<file path="config.mk">
export PLATFORM = sky130hd
export DESIGN_NAME = sseg_scan_decoder
export DESIGN_NICKNAME = d
export VERILOG_FILES = /design/src/rtl/sseg_scan_decoder.sv
export SDC_FILE = /design/constraint.sdc
export NUM_CORES = 1
export LEC_CHECK = 0
export BUFFER_PORTS_ARGS = -buffer_cell sky130_fd_sc_hd__buf_2
export CAP_MARGIN = 20
export CORE_ASPECT_RATIO = 2
export CORE_MARGIN = 10
export CORE_UTILIZATION = 56
export CTS_BUF_LIST = sky130_fd_sc_hd__clkbuf_8 sky130_fd_sc_hd__clkbuf_16
export CTS_CLUSTER_SIZE = 20
export DETAILED_ROUTE_END_ITERATION = 8
export PLACE_DENSITY_LB_ADDON = 0.1
export SLEW_MARGIN = 40
export SYNTH_ARGS = -nofsm -noshare
export SYNTH_HDL_FRONTEND = slang
export SYNTH_SLANG_ARGS = --single-unit
</file>
<file path="constraint.sdc">
create_clock -name clk -period 2.6 [get_ports clk]
set_input_delay 0.52 -clock clk [delete_from_list [all_inputs] [get_ports clk]]
set_output_delay 0.52 -clock clk [all_outputs]
set_load 0.1 [all_outputs]
</file>
<file path="src/rtl/sseg_scan_decoder.sv">
// sseg_scan_decoder: display monitor for a multiplexed seven-segment bus.
// It watches the active-low anode, segment and decimal-point lines and
// rebuilds the per-digit hex value, decimal-point state and validity.
// Optional feature macro: SSEG_SCAN_DECODER_BIN_EN adds bin_value/bin_valid,
// which turn digit slots 2,1,0 back into a binary number after each frame.

module sseg_scan_decoder #(
    parameter int NUM_DIGITS    = 8,
    parameter int SETTLE_CYCLES = 4,
    parameter int STALE_LIMIT   = 65535
) (
    input  logic                    clk,
    input  logic                    reset,
    input  logic [NUM_DIGITS-1:0]   AN,
    input  logic [6:0]              sseg,
    input  logic                    DP,
    output logic [4*NUM_DIGITS-1:0] digit_value,
    output logic [NUM_DIGITS-1:0]   digit_valid,
    output logic [NUM_DIGITS-1:0]   digit_dp,
    output logic                    frame_done,
    output logic                    glitch_err
`ifdef SSEG_SCAN_DECODER_BIN_EN
    ,
    output logic [9:0]              bin_value,
    output logic                    bin_valid
`endif
);

    localparam int IW = NUM_DIGITS + 8;
    localparam int CW = (SETTLE_CYCLES < 2) ? 1 : $clog2(SETTLE_CYCLES + 1);
    localparam int SW = (STALE_LIMIT < 2) ? 1 : $clog2(STALE_LIMIT + 1);
    localparam int XW = (NUM_DIGITS < 2) ? 1 : $clog2(NUM_DIGITS);

    localparam logic [CW-1:0]         SETTLE_LAST = CW'(SETTLE_CYCLES - 1);
    localparam logic [CW-1:0]         SETTLE_SAT  = CW'(SETTLE_CYCLES);
    localparam logic [SW-1:0]         STALE_MAX   = SW'(STALE_LIMIT);
    localparam logic [NUM_DIGITS-1:0] ONE_N       = NUM_DIGITS'(1);
    localparam logic [NUM_DIGITS-1:0] ZERO_N      = NUM_DIGITS'(0);

    // Active-low hex glyph to {recognised, nibble}; anything else is unknown.
    function automatic logic [4:0] glyph_decode(input logic [6:0] seg);
        logic [4:0] res;
        case (seg)
            7'b0000001: res = 5'b1_0000;
            7'b1001111: res = 5'b1_0001;
            7'b0010010: res = 5'b1_0010;
            7'b0000110: res = 5'b1_0011;
            7'b1001100: res = 5'b1_0100;
            7'b0100100: res = 5'b1_0101;
            7'b0100000: res = 5'b1_0110;
            7'b0001111: res = 5'b1_0111;
            7'b0000000: res = 5'b1_1000;
            7'b0000100: res = 5'b1_1001;
            7'b0001000: res = 5'b1_1010;
            7'b1100000: res = 5'b1_1011;
            7'b0110001: res = 5'b1_1100;
            7'b1000010: res = 5'b1_1101;
            7'b0110000: res = 5'b1_1110;
            7'b0111000: res = 5'b1_1111;
            default:    res = 5'b0_0000;
        endcase
        return res;
    endfunction

    // Position of the lowest active anode (only meaningful when one-hot).
    function automatic logic [XW-1:0] low_index(input logic [NUM_DIGITS-1:0] low);
        logic [XW-1:0] idx;
        idx = {XW{1'b0}};
        for (int i = NUM_DIGITS - 1; i >= 0; i--) begin
            if (low[i]) begin
                idx = XW'(i);
            end
        end
        return idx;
    endfunction

    // Saturating stale-counter increment.
    function automatic logic [SW-1:0] stale_inc(input logic [SW-1:0] cnt);
        return (cnt == STALE_MAX) ? cnt : (cnt + SW'(1));
    endfunction

    logic [IW-1:0]         in_s;
    logic [IW-1:0]         in_r;
    logic                  primed_r;
    logic [CW-1:0]         settle_cnt_r;
    logic [CW-1:0]         settle_nxt_s;
    logic [NUM_DIGITS-1:0] an_low_s;
    logic [6:0]            seg_s;
    logic                  dp_lit_s;
    logic [4:0]            glyph_s;
    logic                  blank_s;
    logic                  any_low_s;
    logic                  multi_low_s;
    logic [XW-1:0]         idx_s;
    logic                  capture_s;
    logic                  single_cap_s;
    logic                  glitch_nxt_s;
    logic                  wrap_s;
    logic                  first_r;
    logic [XW-1:0]         last_idx_r;
    logic [SW-1:0]         stale_r [NUM_DIGITS];

    assign in_s = {AN, sseg, DP};

    // Register the bus once and track how long it has stayed unchanged.
    always_ff @(posedge clk) begin
        if (reset) begin
            in_r         <= {IW{1'b0}};
            primed_r     <= 1'b0;
            settle_cnt_r <= {CW{1'b0}};
        end else begin
            in_r         <= in_s;
            primed_r     <= 1'b1;
            settle_cnt_r <= settle_nxt_s;
        end
    end

    // Stability counter: restart on any change, saturate one past the capture
    // point so a long dwell is captured only once.
    always_comb begin
        settle_nxt_s = {CW{1'b0}};
        if (!primed_r || (in_s != in_r)) begin
            settle_nxt_s = {CW{1'b0}};
        end else if (settle_cnt_r == SETTLE_SAT) begin
            settle_nxt_s = settle_cnt_r;
        end else begin
            settle_nxt_s = settle_cnt_r + CW'(1);
        end
    end

    // Classify the settled bus: idle, single digit, or multi-anode glitch.
    always_comb begin
        an_low_s     = ~in_r[IW-1:8];
        seg_s        = in_r[7:1];
        dp_lit_s     = ~in_r[0];
        glyph_s      = glyph_decode(seg_s);
        blank_s      = (seg_s == 7'b1111111);
        any_low_s    = (an_low_s != ZERO_N);
        multi_low_s  = ((an_low_s & (an_low_s - ONE_N)) != ZERO_N);
        idx_s        = low_index(an_low_s);
        capture_s    = primed_r && (settle_cnt_r == SETTLE_LAST);
        single_cap_s = capture_s && any_low_s && !multi_low_s;
        glitch_nxt_s = capture_s && any_low_s &&
                       (multi_low_s || (!glyph_s[4] && !blank_s));
        wrap_s       = single_cap_s && !first_r && (idx_s <= last_idx_r);
    end

    // Slot registers and stale timers; a capture beats a same-cycle expiry.
    always_ff @(posedge clk) begin
        if (reset) begin
            digit_value <= {(4*NUM_DIGITS){1'b0}};
            digit_valid <= {NUM_DIGITS{1'b0}};
            digit_dp    <= {NUM_DIGITS{1'b0}};
            for (int i = 0; i < NUM_DIGITS; i++) begin
                stale_r[i] <= {SW{1'b0}};
            end
        end else begin
            for (int i = 0; i < NUM_DIGITS; i++) begin
                if (single_cap_s && (idx_s == XW'(i))) begin
                    digit_value[4*i +: 4] <= glyph_s[4] ? glyph_s[3:0] : 4'h0;
                    digit_valid[i]        <= glyph_s[4];
                    digit_dp[i]           <= dp_lit_s;
                    stale_r[i]            <= glyph_s[4] ? {SW{1'b0}} : stale_inc(stale_r[i]);
                end else begin
                    stale_r[i] <= stale_inc(stale_r[i]);
                    if (stale_inc(stale_r[i]) == STALE_MAX) begin
                        digit_valid[i] <= 1'b0;
                    end
                end
            end
        end
    end

    // Frame-wrap detection and glitch reporting, both one-cycle pulses.
    always_ff @(posedge clk) begin
        if (reset) begin
            frame_done <= 1'b0;
            glitch_err <= 1'b0;
            first_r    <= 1'b1;
            last_idx_r <= {XW{1'b0}};
        end else begin
            frame_done <= wrap_s;
            glitch_err <= glitch_nxt_s;
            if (single_cap_s) begin
                first_r    <= 1'b0;
                last_idx_r <= idx_s;
            end
        end
    end

`ifdef SSEG_SCAN_DECODER_BIN_EN
    // Three BCD digits back to binary: 100*d2 + 10*d1 + d0.
    function automatic logic [9:0] bcd3_to_bin(input logic [3:0] d2,
                                               input logic [3:0] d1,
                                               input logic [3:0] d0);
        return ({6'd0, d2} * 10'd100) + ({6'd0, d1} * 10'd10) + {6'd0, d0};
    endfunction

    logic bin_ok_s;

    // The low three slots form a usable number only if all are valid decimals.
    always_comb begin
        bin_ok_s = (digit_valid[2:0] == 3'b111) &&
                   (digit_value[3:0] <= 4'd9) &&
                   (digit_value[7:4] <= 4'd9) &&
                   (digit_value[11:8] <= 4'd9);
    end

    // Convert once per frame, the cycle after the wrap pulse.
    always_ff @(posedge clk) begin
        if (reset) begin
            bin_value <= 10'd0;
            bin_valid <= 1'b0;
        end else if (frame_done) begin
            if (bin_ok_s) begin
                bin_value <= bcd3_to_bin(digit_value[11:8], digit_value[7:4], digit_value[3:0]);
                bin_valid <= 1'b1;
            end else begin
                bin_valid <= 1'b0;
            end
        end
    end
`endif

endmodule

</file>
**Word-level counts from Yosys, hierarchy flattened**

Memory sizes are Yosys's and may differ from the RTL's.
Cells that the tools add are included.

- Register bits: 74
- Bits in writable memories: 128
- Input port bits: 18
- Output and inout port bits: 50
- Logic and storage cells: 248
- Memories: 1

- $add $sub $neg: 10
- Magnitude comparators: 1
- Equality and inequality tests: 42
- Muxes and demuxes: 109
- Bitwise gates (word level): 19
- Reductions and logical operators: 35

Memories:

| name | depth | bits a word | read ports | clocked after memory_dff | wr ports | line | source |
|---|---|---|---|---|---|---|---|
| stale_r | 8 | 16 | 8 | 0 | 8 | 101 | `logic [SW-1:0] stale_r [NUM_DIGITS];` |

Operators by type and width:

| kind | count |
|---|---|
| 16-bit two-way mux | 32 |
| 16-bit == test, second input constant | 16 |
| 16-bit by 1-bit adder with 16-bit output, second input constant | 8 |
| 5-bit case mux with 16 select lines | 1 |
| 1-bit two-way mux | 67 |
| 7-bit by 6-bit == test with 1-bit output, second input constant | 5 |
| 7-bit == test, second input constant | 5 |
| 3-bit two-way mux | 8 |
| 16-bit inequality test | 1 |
| 1-bit OR | 16 |
| 2-bit nonzero test | 8 |
| 8-bit nonzero test | 2 |
| 3-bit == test, second input constant | 5 |
| 1-bit logical AND | 15 |
| 7-bit by 3-bit == test with 1-bit output, second input constant | 2 |
| 7-bit by 4-bit == test with 1-bit output, second input constant | 2 |
| 3-bit by 2-bit == test with 1-bit output, second input constant | 3 |
| 8-bit AND | 1 |
| 8-bit NOT | 1 |
| 8-bit by 1-bit subtractor with 8-bit output, second input constant | 1 |
| 7-bit by 1-bit == test with 1-bit output, second input constant | 1 |
| 7-bit by 5-bit == test with 1-bit output, second input constant | 1 |
| 7-bit logical NOT | 1 |
| 1-bit logical NOT | 5 |
| other kinds (8) | 9 |

**Longest topological paths before layout**

Gate-level depths: netlist of the first run.

- Depth after elaboration: 16
- Gate-level depth with buffers: 12

**Least setup slack after synthesis of the first run**

OpenSTA, ideal clock, no wires.

- Path type: register to register
- Start point: register settle_cnt_r[0]
- End point: memory stale_r[0][42] (netlist name) (data pin)
- Arrival: 2.284 ns
- Data required time: 2.345 ns
- Slack: 0.061 ns
- Stages on the path, launching flop included: 13
- Buffers on the path: 3
- Path through: dfxtp_1 ha_1 ha_1 nand2_1 a21oi_2 o21ai_0 or3_1 buf_6 or3_1 buf_6 o21ai_4 buf_6 nor2_2

RTL lines:

| element | line | source |
|---|---|---|
| start: declaration | 85 | `logic [CW-1:0] settle_cnt_r;` |
| start signal: assignment | 110 | `settle_cnt_r <= {CW{1'b0}};` |
| start signal: assignment | 114 | `settle_cnt_r <= settle_nxt_s;` |
| end: declaration | 101 |  |

==> flow_summary.ini, run 1 <==
[drt]
routedWlPerCell_um = 16.90
vias_per_cell = 5.780
drc = 0
dr.pass1.iters = 5
vias = 10427
drtAntennaViolNets = 0
initialDrtViolationCount = 703
routed_wl_mm = 30.48

[floorplanning]
core_um2 = 20930
start_util_pct = 56.76
ios = 68
die_h_um = 226.0
die_w_um = 123.0
rows = 75
die_area_um2 = 27790

[synthesis]
synth_top_area_share_pct = 32.36
async_reset_ff_share_pct = 0
synth_area_leader_cell = edfxtp_1
synth-edff-count = 128
synth_seq_area_share_pct = 44.83
synth_cells = 1278
syn_area_um2 = 11880
netlist_top_cells_area = edfxtp_1 32%, dfxtp_1 12%, nor2_1 5.8%
ys_ff_latch = 202
yosysWarningCount = 0
synth.distinct_cells = 85
synth_top_flop_cell = edfxtp_1
synth_area_per_cell_um2 = 9.294

[worst_hold_path]
hold_class = in2reg

[timing]
relSlewSlack_pct = 55.62
rsz0062_at_grt = no
drv_slew = 0
fin_tns_setup_ns = 0
hold_ws_ns = 0.2504
final.setup.worst_slack_ns = 0.1097
skew_ns = 0.01280
max_freq_ghz = 0.4016
finalSetupViolations = 0
period_share_pct = 95.78
finalHoldViolations = 0
tightest_slew_ns = 0.6657
fin_crit_ns = 2.490

[power]
power_density_nw_per_um2 = 504.8
power_frac_clock_pct = 36.9
seq_power_share_pct = 53.1
irDropWorstVdd_mv = 0.5642
combPwrFrac_pct = 10.0
switchingPower_uw = 1790
power.leakage_uw = 0.005415
intPower_uw = 5319
p_sw_share_pct = 25.18

[place]
place_hpwl_mm = 23.26
gp_congestion = 0.9618
port_buffers = 67
pre_cts_slack_ns = 0.05961

[cells_and_area]
seqCellArea_um2 = 5328
final_common_cell = nor2_1
fillCellCount = 1746
final_cell_mix = 184 x nor2_1, 128 x edfxtp_1, 128 x conb_1
multi_input_area_um2 = 6666
area_growth_pct = 18.57
post-route-util_pct = 67.30
final_nets = 1555
drive_gt1_share_pct = 15.64
n_antenna_cell = 0

[critical_path]
worstSetupEndpointType = flop
critPathKind = reg2reg
required_ns = 2.96
cp.arrival_ns = 2.85
critPathMaxFanout = 10
start_kind = flop

[cts]
cts_buffers = 19
htreeDepth = 1
clkTransAtPathRegs_ns = 0.07
cts_num_sinks = 202
hold_buffers = 0
insertion_delay_ns = 0.50
cts_tree = yes
clk_path_buf_depth = 3
ctsRootBufferMaster = clkbuf_16

[global_routing]
first_global_vias = 10342
grt_max_degree = 65
grt-ovfl-total = 0
track_usage_pct = 22.11
antenna_found_initial = 0
grt_pass1_wl_mm = 50.25

[run_status]
status = completed

[job]
cap_violations = 0
what timing repair did:
item | CTS | global route
buffers inserted | 0 | 2
setup endpoints to repair | 0 | 131
gates resized for setup | 0 | 12
endpoints found under the hold margin | 0 | 0
synth_stat cells, types with 6 or more instances:
cell and count:
a211oi_1 19, a21oi_1 62, a31oi_1 19, and2_1 6, and3_1 32, and4_1 12, buf_2 12, buf_4 8
buf_6 7, clkbuf_1 31, dfxtp_1 74, edfxtp_1 128, ha_1 14, inv_1 21, mux2_2 6, mux2i_1 42
nand2_1 97, nand2b_1 14, nand3_1 77, nand3b_1 8, nand4_1 42, nor2_1 184, nor2_2 9, nor2b_1 19
nor3_1 47, nor3b_1 7, nor4_1 24, o211ai_1 8, o21ai_0 34, o22ai_1 8, or3_1 10, xnor2_1 61
xor2_1 30
worst paths after layout:
path | start | endpoint | slack (ns) | cells past startpoint
worst max-delay path | stale_r[1][0] | digit_valid[4] | 0.11 | 9
worst min-delay path | AN[0] | in_r[8] | 0.25 | 2
worst max register to register | stale_r[1][0] | digit_valid[4] | 0.11 | 9
worst min register to register | first_r | first_r | 0.45 | 2
metrics by stage:
step	cell area [µm²]	power (µW)	std cells
final	14080	7110	1804
after global routing	14080	7392	1804
after CTS	14020	7182	1802
after floorplan	12350	4283	1405
after global placement	13450	4517	1769
after detailed placement	13450	4532	1769
cells by family (layout without fill, tap and decap cells):
group           count (synthesis)  count (layout)  share of synthesized area, %
simple gates                  630             630                         27.61
compound gates                209             209                         11.74
flops                         202             202                         44.83
xor+xnor                       91              91                         6.710
buf+inv                        82             212                         3.413
mux                            48              48                         4.108
fa+ha+maj                      15              15                         1.559
other cells                     1             128                       0.03157
worst max-delay path: stages, from the launching register on:
cell      delay, ns
edfxtp_1       0.41
ha_2           0.27
and2_1         0.20
nand2_1        0.14
or3_1          0.41
buf_4          0.19
o32ai_1        0.17
o21ai_0        0.22
o21ai_0        0.23
a21oi_1        0.09
power by group through the flow:
stage | Clock (µW) | Combinational (µW) | Sequential [µW]
after floorplan | 0 | 526 | 3760
after global placement | 0 | 686 | 3830
after detailed placement | 0 | 693 | 3840
after CTS | 2720 | 698 | 3770
after global routing | 2800 | 796 | 3800
final | 2630 | 710 | 3770
registers in the layout, indices dropped and copies added, names as in the netlist:
signal,count
stale_r,128
digit_value,32
in_r,16
digit_dp,8
digit_valid,8
last_idx_r,3
settle_cnt_r,3
first_r,1
frame_done,1
glitch_err,1
primed_r,1
layer usage:
metal / global-route usage, % / part of all wire (%) / vias up
met5: 0 / 0 / -
met4: 10.42 / 4.6 / 0
met3: 3.177 / 4.8 / 95
met2: 41.82 / 55 / 318
met1: 22.80 / 36 / 4914
li1: - / - / 5100
cell type report:
type | count | share of cell area (%)
multi-input cells | 1121 | 47.33
flip-flops and latches | 202 | 37.83
repair buffers | 157 | 7.800
clock buffers | 23 | 3.767
well taps | 269 | 2.390
inverters | 22 | 0.5864
clock inverters | 10 | 0.2932
Power figures use the tool's default switching activity.
==> run 2, diff against run 1 <==
- CORE_UTILIZATION: 56 -> 62
- PLACE_DENSITY: default -> 0.81
- PLACE_DENSITY_LB_ADDON: 0.1 -> default
- clock period: 2.6 -> 2.3 ns (I/O delays scaled with it)
==> run 2 against run 1 <==
Effect of this change:
- the run now ends with negative setup slack left
- wire length is 18% higher
- utilization is 16 points higher
- power is 19% higher
- clock power is 18% higher
- global-route usage is 3.4 points higher
- sequential share of layout area is 3.5 points lower
- first-iteration DRC count is 28% higher
- non-clock buffer count is 126 higher
- register-to-register slack worse by 0.19 ns
- die area is 8.5% lower
- clock skew is 0.0065 ns higher
- largest cell class unchanged
==> flow_summary.ini, run 2 (synthesized netlist as in run 1, its figures left out) <==
[timing]
fin_tns_setup_ns = -0.6910
final.setup.worst_slack_ns = -0.07888
finalHoldViolations = 0
tightest_slew_ns = 0.6684
period_share_pct = 103.4
relSlewSlack_pct = 55.44
max_freq_ghz = 0.4204
rsz0062_at_grt = yes
finalSetupViolations = 24
drv_slew = 0
skew_ns = 0.01929
fin_crit_ns = 2.379

[critical_path]
worstSetupEndpointType = flop
r2r_slack_ns = -0.08
start_kind = flop
critPathMaxFanout = 16
cp_slowest_stage_delay_ns = 0.37
required_ns = 2.53
cp_num_cells = 10
crit_path_start = settle_cnt_r[1]
cp_cell_sequence = ha_4, ha_4, nand2_4, a21oi_2, o21ai_1, or3_4, or3_4, o21ai_4, buf_12, a211oi_1
critPathSlowestCell = dfxtp_4
critPathKind = reg2reg
critPathCapture = stale_r[0][44]
cp_num_buf_inv = 1
critPathTopFamily = simple AND/OR/NAND/NOR gates
r2r-end = stale_r[0][44]
worst_r2r_path_depth = 10
r2r_start = settle_cnt_r[1]
cp.arrival_ns = 2.61

[cells_and_area]
n_antenna_cell = 0
largest_register_ffs = 128
final_cell_mix = 200 x buf_4, 178 x nor2_1, 128 x edfxtp_1, 128 x conb_1, 93 x nand2_1
final_common_cell = buf_4
area_growth_pct = 31.48
drive_gt1_share_pct = 26.53
final_nets = 1682
largest_register = stale_r
final_cell_count_no_fill = 1917
reg_top3 = stale_r x128, digit_value x32, in_r x16

[floorplanning]
rows = 71
ios = 68
die_area_um2 = 25430
core_um2 = 18830
die_h_um = 215.7
die_w_um = 117.9
start_util_pct = 63.07

[worst_hold_path]
hold_class = in2reg

[cts]
clk_path_buf_depth = 3
cts_num_sinks = 202
ctsRootBufferMaster = clkbuf_16
insertion_delay_ns = 0.51
clkTransAtPathRegs_ns = 0.08
cts_tree = yes
htreeDepth = 1
cts_buffers = 19

[power]
power_uw = 8436
power_density_nw_per_um2 = 540.2
irDropWorstVdd_mv = 0.7820
power.leakage_uw = 0.006222

[drt]
wl_met3_mm = 1.776
routedWlPerCell_um = 18.74
vias_per_cell = 6.064
wl_met1_mm = 12.29
vias = 11625
routed_wl_mm = 35.93
initialDrtViolationCount = 902
topRoutingLayerUsed = met4
drc = 0
drtAntennaViolNets = 0
dr.pass1.iters = 7
met2WireLength_mm = 19.57

[run_status]
violations = negative setup slack
status = complete, but fails checks

[global_routing]
antenna_found_initial = 0
grt_max_degree = 65
track_usage_pct = 25.50
first_global_vias = 11345
grt_pass1_wl_mm = 54.61
grt-ovfl-total = 0

[job]
cap_violations = 0

[place]
port_buffers = 67
place_hpwl_mm = 24.37
gp_congestion = 0.9426
numPlacedInstances = 1855
pre_cts_slack_ns = -0.1834
[run 2: cell count changes in the layout (fill, tap and decap cells not counted), moves of 7 or more]
cell,previous run,this run
buf_4,83,200
nor4_1,22,13
o21ai_0,33,26
dfxtp_4,0,7
dfxtp_1,72,59
[run 2: report_power, final]
group	internal (µW)	switching, µW
Sequential	4040	195
Clock	1700	1410
Combinational	488	600
[run 2: worst min path at each step]
stage	start	endpoint	slack, ns	cells past startpoint
final	AN[0]	in_r[8]	0.19	2
after global routing	AN[4]	in_r[12]	0.21	2
after CTS	AN[0]	in_r[8]	0.18	2
after detailed placement	first_r	frame_done	0.42	1
after global placement	first_r	frame_done	0.42	1
after floorplan	first_r	frame_done	0.40	1
[run 2: stage by stage]
stage          cell area [µm²]  hold slack [ns]  utilization [%]
6_report                 15620           0.1918            82.92
5_1_grt                  15620           0.2085            82.92
4_1_cts                  15010           0.1831            79.69
3_5_place_dp             14240           0.4240            75.61
3_3_place_gp             14240           0.4214            75.61
2_1_floorplan            12400           0.3982                -
[run 2: final cells by class]
type,count,area [µm²]
sequential,202,5361
clock buffer,25,558.0
multi-input combinational,1122,7147
timing repair buffer,283,2112
tap,255,319.1
clock inverter,8,36.28
fill,1135,3217
inverter,22,82.58
[run 2: timing repair]
action                                  4_1_cts  5_1_grt
endpoints found under the setup margin      138      153
hold buffers                                  0        0
endpoints found under the hold margin         0        0
buffers inserted                              2       27
pin swaps                                     5       32
gates cloned                                  1        1
resized for setup                            37       84
[run 2: per-layer routing]
metal  track usage (%)  up-vias
li1                  -     5350
met1             25.02     5580
met2             49.15      516
met3             3.425      179
met4             14.95        0
met5                 0        -
